**config.mk**
```make
export PLATFORM = sky130hd
export DESIGN_NAME = rca_word_seq
export DESIGN_NICKNAME = d
export VERILOG_FILES = /design/src/rtl/rca_word_seq.sv
export SDC_FILE = /design/constraint.sdc
export NUM_CORES = 1
export LEC_CHECK = 0
export ABC_AREA = 1
export BUFFER_PORTS_ARGS = -buffer_cell sky130_fd_sc_hd__buf_2
export CAP_MARGIN = 20
export CELL_PAD_IN_SITES_DETAIL_PLACEMENT = 1
export CELL_PAD_IN_SITES_GLOBAL_PLACEMENT = 1
export CORE_MARGIN = 5
export CORE_UTILIZATION = 40
export CTS_CLUSTER_SIZE = 16
export DETAILED_ROUTE_END_ITERATION = 7
export GPL_ROUTABILITY_DRIVEN = 0
export HOLD_SLACK_MARGIN = 0.03
export PLACE_DENSITY = 0.9
export SLEW_MARGIN = 5
export SYNTH_ARGS = -nofsm -noshare
export SYNTH_HDL_FRONTEND = slang
export SYNTH_SLANG_ARGS = --single-unit
```
**constraint.sdc**
```tcl
create_clock -name clk -period 3.7 [get_ports clk]
set_clock_uncertainty 0.15 [all_clocks]
set_input_delay 0.185 -clock clk [delete_from_list [all_inputs] [get_ports clk]]
set_output_delay 0.185 -clock clk [all_outputs]
set_load 0.02 [all_outputs]
```
**src/rtl/rca_word_seq.sv**
```systemverilog
`default_nettype none
// ---------------------------------------------------------------------------
// rca_word_seq : sequences a WIDTH-bit add over one external 4-bit RCA slice
// Rev 1.0 - initial release
// ---------------------------------------------------------------------------
module rca_word_seq #(
  parameter int NWORDS = 4,
  parameter int WIDTH  = 4 * NWORDS
) (
  input  logic             clk,
  input  logic             rst_n,
  input  logic             in_valid,
  output logic             in_ready,
  input  logic [WIDTH-1:0] in_a,
  input  logic [WIDTH-1:0] in_b,
  input  logic             in_cin,
  output logic             out_valid,
  input  logic             out_ready,
  output logic [WIDTH-1:0] out_sum,
  output logic             out_cout,
  output logic             out_ovf,
  output logic             busy,
  output logic [3:0]       add_a,
  output logic [3:0]       add_b,
  output logic             add_cin,
  input  logic [3:0]       add_sum,
  input  logic [3:0]       add_carry
);

  localparam int IDXW = (NWORDS > 1) ? $clog2(NWORDS) : 1;
  localparam logic [IDXW-1:0] C_LAST = IDXW'(NWORDS - 1);

  typedef enum logic [1:0] {
    S_IDLE = 2'd0,
    S_RUN  = 2'd1,
    S_DONE = 2'd2
  } state_t;

  state_t r_state;
  state_t w_next;

  // Operands and sum held as nibble arrays so the active slice is a plain index.
  logic [NWORDS-1:0][3:0] r_a;
  logic [NWORDS-1:0][3:0] r_b;
  logic [NWORDS-1:0][3:0] r_sum;
  logic                   r_cy;
  logic [IDXW-1:0]        r_idx;
  logic                   r_cout;
  logic                   r_ovf;

  logic w_accept;
  logic w_last;
  logic w_release;

  assign w_accept  = (r_state == S_IDLE) && in_valid;
  assign w_last    = (r_state == S_RUN) && (r_idx == C_LAST);
  assign w_release = (r_state == S_DONE) && out_ready;

  always_ff @(posedge clk or negedge rst_n) begin
    if (!rst_n) begin
      r_state <= S_IDLE;
    end else begin
      r_state <= w_next;
    end
  end

  always_comb begin
    w_next    = r_state;
    in_ready  = 1'b0;
    out_valid = 1'b0;
    busy      = 1'b0;
    add_a     = 4'd0;
    add_b     = 4'd0;
    add_cin   = 1'b0;
    case (r_state)
      S_IDLE: begin
        in_ready = 1'b1;
        if (in_valid) begin
          w_next = S_RUN;
        end
      end
      S_RUN: begin
        busy    = 1'b1;
        add_a   = r_a[r_idx];
        add_b   = r_b[r_idx];
        add_cin = r_cy;
        if (r_idx == C_LAST) begin
          w_next = S_DONE;
        end
      end
      S_DONE: begin
        busy      = 1'b1;
        out_valid = 1'b1;
        if (out_ready) begin
          w_next = S_IDLE;
        end
      end
      default: begin
        w_next = S_IDLE;
      end
    endcase
  end

  always_ff @(posedge clk or negedge rst_n) begin
    if (!rst_n) begin
      r_a    <= '0;
      r_b    <= '0;
      r_sum  <= '0;
      r_cy   <= 1'b0;
      r_idx  <= '0;
      r_cout <= 1'b0;
      r_ovf  <= 1'b0;
    end else begin
      if (w_accept) begin
        r_a   <= in_a;
        r_b   <= in_b;
        r_cy  <= in_cin;
        r_idx <= '0;
      end
      if (r_state == S_RUN) begin
        r_sum[r_idx] <= add_sum;
        r_cy         <= add_carry[3];
        if (w_last) begin
          r_idx  <= '0;
          // Signed overflow: carry into the MSB disagrees with carry out of it.
          r_cout <= add_carry[3];
          r_ovf  <= add_carry[3] ^ add_carry[2];
        end else begin
          r_idx <= r_idx + 1'b1;
        end
      end
    end
  end

  // Nothing in the datapath depends on the release edge; results persist.
  logic w_unused;
  assign w_unused = w_release;

  assign out_sum  = r_sum;
  assign out_cout = r_cout;
  assign out_ovf  = r_ovf;

endmodule
`default_nettype wire

```
==> flow_metrics.tcl, run 1 <==
set metrics [dict create \
    synth_fp_nets 356 \
    syn_area_um2 2550 \
    globalRouteMet1Util_pct 22.7 \
    cts_tree "built" \
    maxCapViolations 0 \
    core_um2 6280 \
    min_period_ns 2.70 \
    start_kind "flip-flop" \
    yosysUniqueCellTypes 19 \
    multi_input_area_um2 887 \
    synth_edf_count 0 \
    busiest_layer "met2" \
    cts_htree_levels 2 \
    grt_overflow_total 0 \
    drive_gt1_share_pct 21.3 \
    seq_area_um2 1380 \
    die_h_um 89.9 \
    ys_warn_count 0 \
    p_switching_uw 1220 \
    internal-power_uw 1470 \
    synth.yosys.seq_area_share_pct 53.9 \
    rsz0062_at_grt "no" \
    yosysMostFrequentCell "nand2_1" \
    worstPathArrival_ns 2.76 \
    ys.flop_type "dfrtp_1" \
    clockBufferDepth 2 \
    setup_viol 0 \
    pin_count 75 \
    firstDrtPassIters 4 \
    grt_pass1_wl_um 13100 \
    crit_fanout 66 \
    initial_core_util_pct 40.7 \
    drt-wirelength-per-cell_um 15.8 \
    final_antenna_net_count 0 \
    worst_slew_pin_slew_ns 0.913 \
    die-area_um2 8080 \
    numCtsBuffers 5 \
    grt_pass1_vias 2682 \
    p_clk_share_pct 13.5 \
    yosys-top-cells-count "nand2_1 (99), dfrtp_1 (55), o21ai_0 (52)" \
    cts.sinks 55 \
    ys_ff_latch 55 \
    grt_max_degree 67 \
    tns_ns 0 \
    post-route-util_pct 53.8 \
    clockRootBuffer "clkbuf_8" \
    power_density_nw_per_um2 795 \
    synth.largest_area_cell "dfrtp_1" \
    syn_avg_cell_area_um2 8.40 \
    p_leak_uw 0.00178 \
    p_seq_share_pct 39.5 \
    crit_path_end_kind "flip-flop" \
    synth_top_area_share_pct 53.9 \
    hold_viol 0 \
    clk_pin_slew_ns 0.10 \
    cts_hold_buf 37 \
    status "finished clean" \
    hold_path.class "input pin to flip-flop" \
    postCtsSetupBuffers 0 \
    num_vias 2386 \
    grt_usage_pct 20.0 \
    drc 0 \
    syn_to_final_growth_pct 32.2 \
    fin_total_pwr_uw 2680 \
    fmax_mhz 370 \
    syn_inst 304 \
    die_w_um 89.9 \
    required_ns 3.76 \
    synth_area_leaders "dfrtp_1 (54%), nand2_1 (15%), o21ai_0 (10%), inv_1 (6.3%), nand3_1 (3.7%)" \
    clk_latency_ns 0.31 \
    crit_type "flip-flop to flip-flop" \
    min_period_over_period_pct 73.0 \
    slew_violations 0 \
    antenna_found_initial 0 \
    dpl.hpwl_um 4720 \
    drt_first_iter_violations 85 \
    post_cts_resized 0 \
    grtUsageMet3_pct 4.42 \
    rows 29 \
    avgViaCountPerCell 4.91 \
    dp_slack_ns 1.54 \
    power_frac_comb_pct 46.9 \
    async_reset_ff_share_pct 100 \
    num_antenna_cells 0 \
    setup_ws_ns 0.999 \
    max-slew-margin-rel_pct 39.0 \
    routed_wl_um 7690 \
    grtUsageMet2_pct 37.2 \
    final_nets 460 \
    fill_cells 789 \
    switching_share_pct 45.4 \
    ir_worst_vdd_mv 0.409 \
    place.port_buffers 72 \
]
## power groups by stage
| stage | Sequential [uW] | Combinational, uW | Clock, uW |
|---|---|---|---|
| global route | 1100 | 1430 | 395 |
| global placement | 1050 | 1140 | 0 |
| floorplan | 1120 | 801 | 0 |
| finish | 1060 | 1260 | 363 |
| CTS | 1060 | 1260 | 369 |
| detailed placement | 1070 | 1210 | 0 |
## worst paths after layout
| check | to | cells past startpoint | startpoint | slack (ns) |
|---|---|---|---|---|
| max in group asynchronous | r_b[1] | 3 | rst_n | 2.55 |
| min reg2reg | out_cout | 2 | out_cout | 0.33 |
| min in group asynchronous | out_sum[15] | 3 | rst_n | 0.38 |
| max | r_cy | 8 | r_state[1] | 1.0 |
| max reg2reg | r_cy | 8 | r_state[1] | 1.0 |
| min | out_sum[9] | 3 | add_sum[1] | 0.05 |
## through the flow
step	area, um2	cells	hold slack [ns]
2_1_floorplan	2550	304	-0.261
3_3_place_gp	2910	441	0.203
3_5_place_dp	2910	441	0.214
4_1_cts	3380	486	0.0397
5_1_grt	3380	486	0.0551
6_report	3380	486	0.0460
## routing by layer
metal | routed length [um] | up-vias
met3 | 398 | 14
met1 | 3040 | 1148
met4 | 149 | 0
met5 | 0 | -
met2 | 4100 | 75
li1 | - | 1149
## cell type report
type                    count  share of cell area, %
repair buffers            110                   21.9
inverters                  47                   5.30
multi-input cells         189                   26.3
well taps                  77                   2.85
flip-flops and latches     55                   40.8
clock buffers               6                   2.45
clock inverters             2                  0.482
## flip-flops by register name, summed over array words and instances (netlist names)
| register | flops |
|---|---|
| r_state | 2 |
| out_ovf | 1 |
| out_sum | 16 |
| r_idx | 2 |
| r_b | 16 |
| r_a | 16 |
| out_cout | 1 |
| r_cy | 1 |
## logic make-up (layout without fill, tap and decap cells)
kind of cell	count (synthesis)	after routing	share of synthesized area, %
flops	55	55	53.9
buf+inv	60	165	11.4
simple gates	121	121	19.1
compound gates	60	60	11.9
fa+ha+maj	7	7	3.43
xor+xnor	1	1	0.343
## cell usage in the layout (no fill, tap or decap)
cell / Yosys / routed
a21oi_1: 7 / 7
a21oi_2: 1 / 1
buf_2: 2 / 72
buf_4: 2 / 1
clkbuf_8: 0 / 6
clkinv_1: 1 / 1
clkinv_4: 0 / 1
clkinvlp_4: 0 / 1
dfrtp_1: 55 / 55
dlygate4sd3_1: 0 / 37
ha_1: 7 / 7
inv_1: 43 / 43
inv_2: 2 / 2
inv_4: 1 / 1
nand2_1: 99 / 99
nand2_2: 1 / 1
nand3_1: 19 / 19
nand3_2: 1 / 1
nor2_1: 1 / 1
o21ai_0: 52 / 52
xnor2_1: 1 / 1
## critical path, cell delays in order, from the launching register on
cell	delay, ns
dfrtp_1	0.41
inv_1	0.10
ha_1	0.23
nand2_1	0.09
inv_2	0.66
nor2_1	0.18
nand2_1	0.11
nand3_1	0.08
dlygate4sd3_1	0.56
No activity file was read; power rests on OpenSTA's default activity.
==> inputs of run 2 (changes only) <==
ABC_AREA = 0   (was 1)
CORE_UTILIZATION = 41   (was 40)
PLACE_DENSITY = 0.85   (was 0.9)
clock period = 2.5 ns   (was 3.7 ns; I/O delays follow)
==> flow_metrics.tcl, run 2 <==
set metrics [dict create \
    final_antenna_net_count 0 \
    drt_first_iter_violations 46 \
    crit_fanout 12 \
    dp_slack_ns 0.640 \
    status "finished clean" \
    crit_type "flip-flop to output pin" \
    place.port_buffers 72 \
    yosysMostFrequentCell "dfrtp_1" \
    grt_usage_pct 16.0 \
    fmax_mhz 488 \
    synth_top_area_share_pct 56.2 \
    drive_gt1_share_pct 50.0 \
    min_period_over_period_pct 82.0 \
    drc 0 \
    num_vias 1729 \
    required_ns 2.23 \
    final_nets 331 \
    worst_slew_pin_slew_ns 0.691 \
    cp_top_family "multiplexers" \
    max-slew-margin-rel_pct 53.9 \
    grt_overflow_total 0 \
    tns_ns 0 \
    grt_pass1_wl_um 9430 \
    whs_ns 0.199 \
    yosysUniqueCellTypes 17 \
    core_um2 5850 \
    ys_warn_count 0 \
    synth_area_leaders "dfrtp_1 (56%), mux2_2 (23%), mux4_1 (4.3%), mux4_2 (3.7%), ha_1 (3.6%)" \
    dpl.hpwl_um 3810 \
    rsz0062_at_grt "no" \
    syn_inst 162 \
    clk_latency_ns 0.30 \
    postCtsSetupBuffers 0 \
    firstDrtPassIters 4 \
    yosys-top-cells-count "dfrtp_1 (55), mux2_2 (51), nand2_1 (10)" \
    hold_viol 0 \
    min_period_ns 2.05 \
    syn_area_um2 2450 \
    async_reset_ff_share_pct 100 \
    cts.sinks 55 \
    rows 28 \
    die_w_um 87.3 \
    grt_pass1_vias 1957 \
    ys_ff_latch 55 \
    hold_path.class "input pin to flip-flop" \
    fill_cells 591 \
    grt_max_degree 56 \
    clk_pin_slew_ns 0.09 \
    clockBufferDepth 2 \
    pin_count 75 \
    p_leak_uw 0.00160 \
    ys.flop_type "dfrtp_1" \
    drt-wirelength-per-cell_um 15.8 \
    cts_tree "built" \
    maxCapViolations 0 \
    setup_ws_ns 0.451 \
    initial_core_util_pct 41.9 \
    crit_buf_inv 2 \
    slowest_stage "mux4_1" \
    layout_common_cells "buf_2 (72), dfrtp_1 (55), mux2_2 (51), dlygate4sd3_1 (40), nand2_1 (10)" \
    start_kind "flip-flop" \
    crit_path_end_kind "output pin" \
    synth.yosys.seq_area_share_pct 56.2 \
    fin_total_pwr_uw 3980 \
    crit_chain "buf_4, mux4_1, and2_1, buf_2" \
    die-area_um2 7620 \
    synth_edf_count 0 \
    ir_worst_vdd_mv 0.525 \
    numCtsBuffers 5 \
    synth.largest_area_cell "dfrtp_1" \
    cpPeakStageDelay_ns 0.57 \
    power_density_nw_per_um2 1170 \
    final_common_cell "buf_2" \
    setup_viol 0 \
    syn_to_final_growth_pct 38.9 \
    syn_avg_cell_area_um2 15.1 \
    synth_fp_nets 214 \
    antenna_found_initial 0 \
    die_h_um 87.3 \
    num_antenna_cells 0 \
    slew_violations 0 \
    clockRootBuffer "clkbuf_8" \
    avgViaCountPerCell 4.87 \
    worstPathArrival_ns 1.77 \
    routed_wl_um 5620 \
    cts_htree_levels 2 \
]
[run 2: cell type report]
cell class,count,area (um2),area share (%)
Clock buffer,7,96.3,2.83
Clock inverter,1,7.51,0.221
Inverter,7,26.3,0.772
Multi-Input combinational cell,93,1000,29.5
Sequential cell,55,1380,40.4
Tap cell,75,93.8,2.76
Timing Repair Buffer,117,798,23.5
[run 2: routing by layer]
metal | track usage (%) | vias to the layer above | wire length, um
met2 | 28.4 | 54 | 2840
met3 | 4.92 | 6 | 394
met4 | 3.35 | 0 | 52
met5 | 0 | - | 0
li1 | - | 805 | -
met1 | 19.0 | 864 | 2330
[run 2: power by group]
group | total [uW] | switching [uW] | internal [uW]
Sequential | 1560 | 215 | 1340
Combinational | 1880 | 923 | 960
Clock | 533 | 280 | 252
Total | 3980 | 1420 | 2560
[run 2: cell families after synthesis]
| family | count (synthesis) | share of synthesized area (%) |
|---|---|---|
| xor gates and xnor gates | 1 | 0.358 |
| buffers and inverters | 14 | 2.81 |
| adders and majority gates | 7 | 3.57 |
| and+or+nand+nor | 20 | 4.03 |
| AOI/OAI and AO/OA | 5 | 1.23 |
| muxes | 60 | 31.8 |
| DFF | 55 | 56.2 |
[run 2: path summary, 6_finish.rpt]
path | from | end | slack (ns) | cells past startpoint
min reg2reg | r_a[5] | r_a[5] | 0.35 | 1
min | out_ready | r_state[0] | 0.20 | 4
min in group asynchronous | rst_n | out_sum[1] | 0.35 | 3
max reg2reg | r_state[1] | out_sum[5] | 0.66 | 5
max in group asynchronous | rst_n | r_a[2] | 1.39 | 3
max | r_idx[0] | add_b[0] | 0.45 | 4
[run 2: stage by stage]
stage               utilization, %  cells  instance area, um2
floorplan                        -    162                2450
global placement              49.6    307                2900
detailed placement            49.6    307                2900
CTS                           58.2    355                3400
global route                  58.2    355                3400
finish                        58.2    355                3400
[run 2: worst reg2reg max path, cell delays in order, from the launching register on]
cell and delay (ns):
dfrtp_1 0.41, inv_1 0.09, ha_1 0.35, buf_4 0.26, nand2_1 0.17, mux2_2 0.31
[run 2: repair_timing]
action / 4_1_cts / 5_1_grt
endpoints found under the setup margin: 0 / 0
hold buffers: 40 / 0
resized for setup: 0 / 0
hold endpoints to repair: 106 / 0
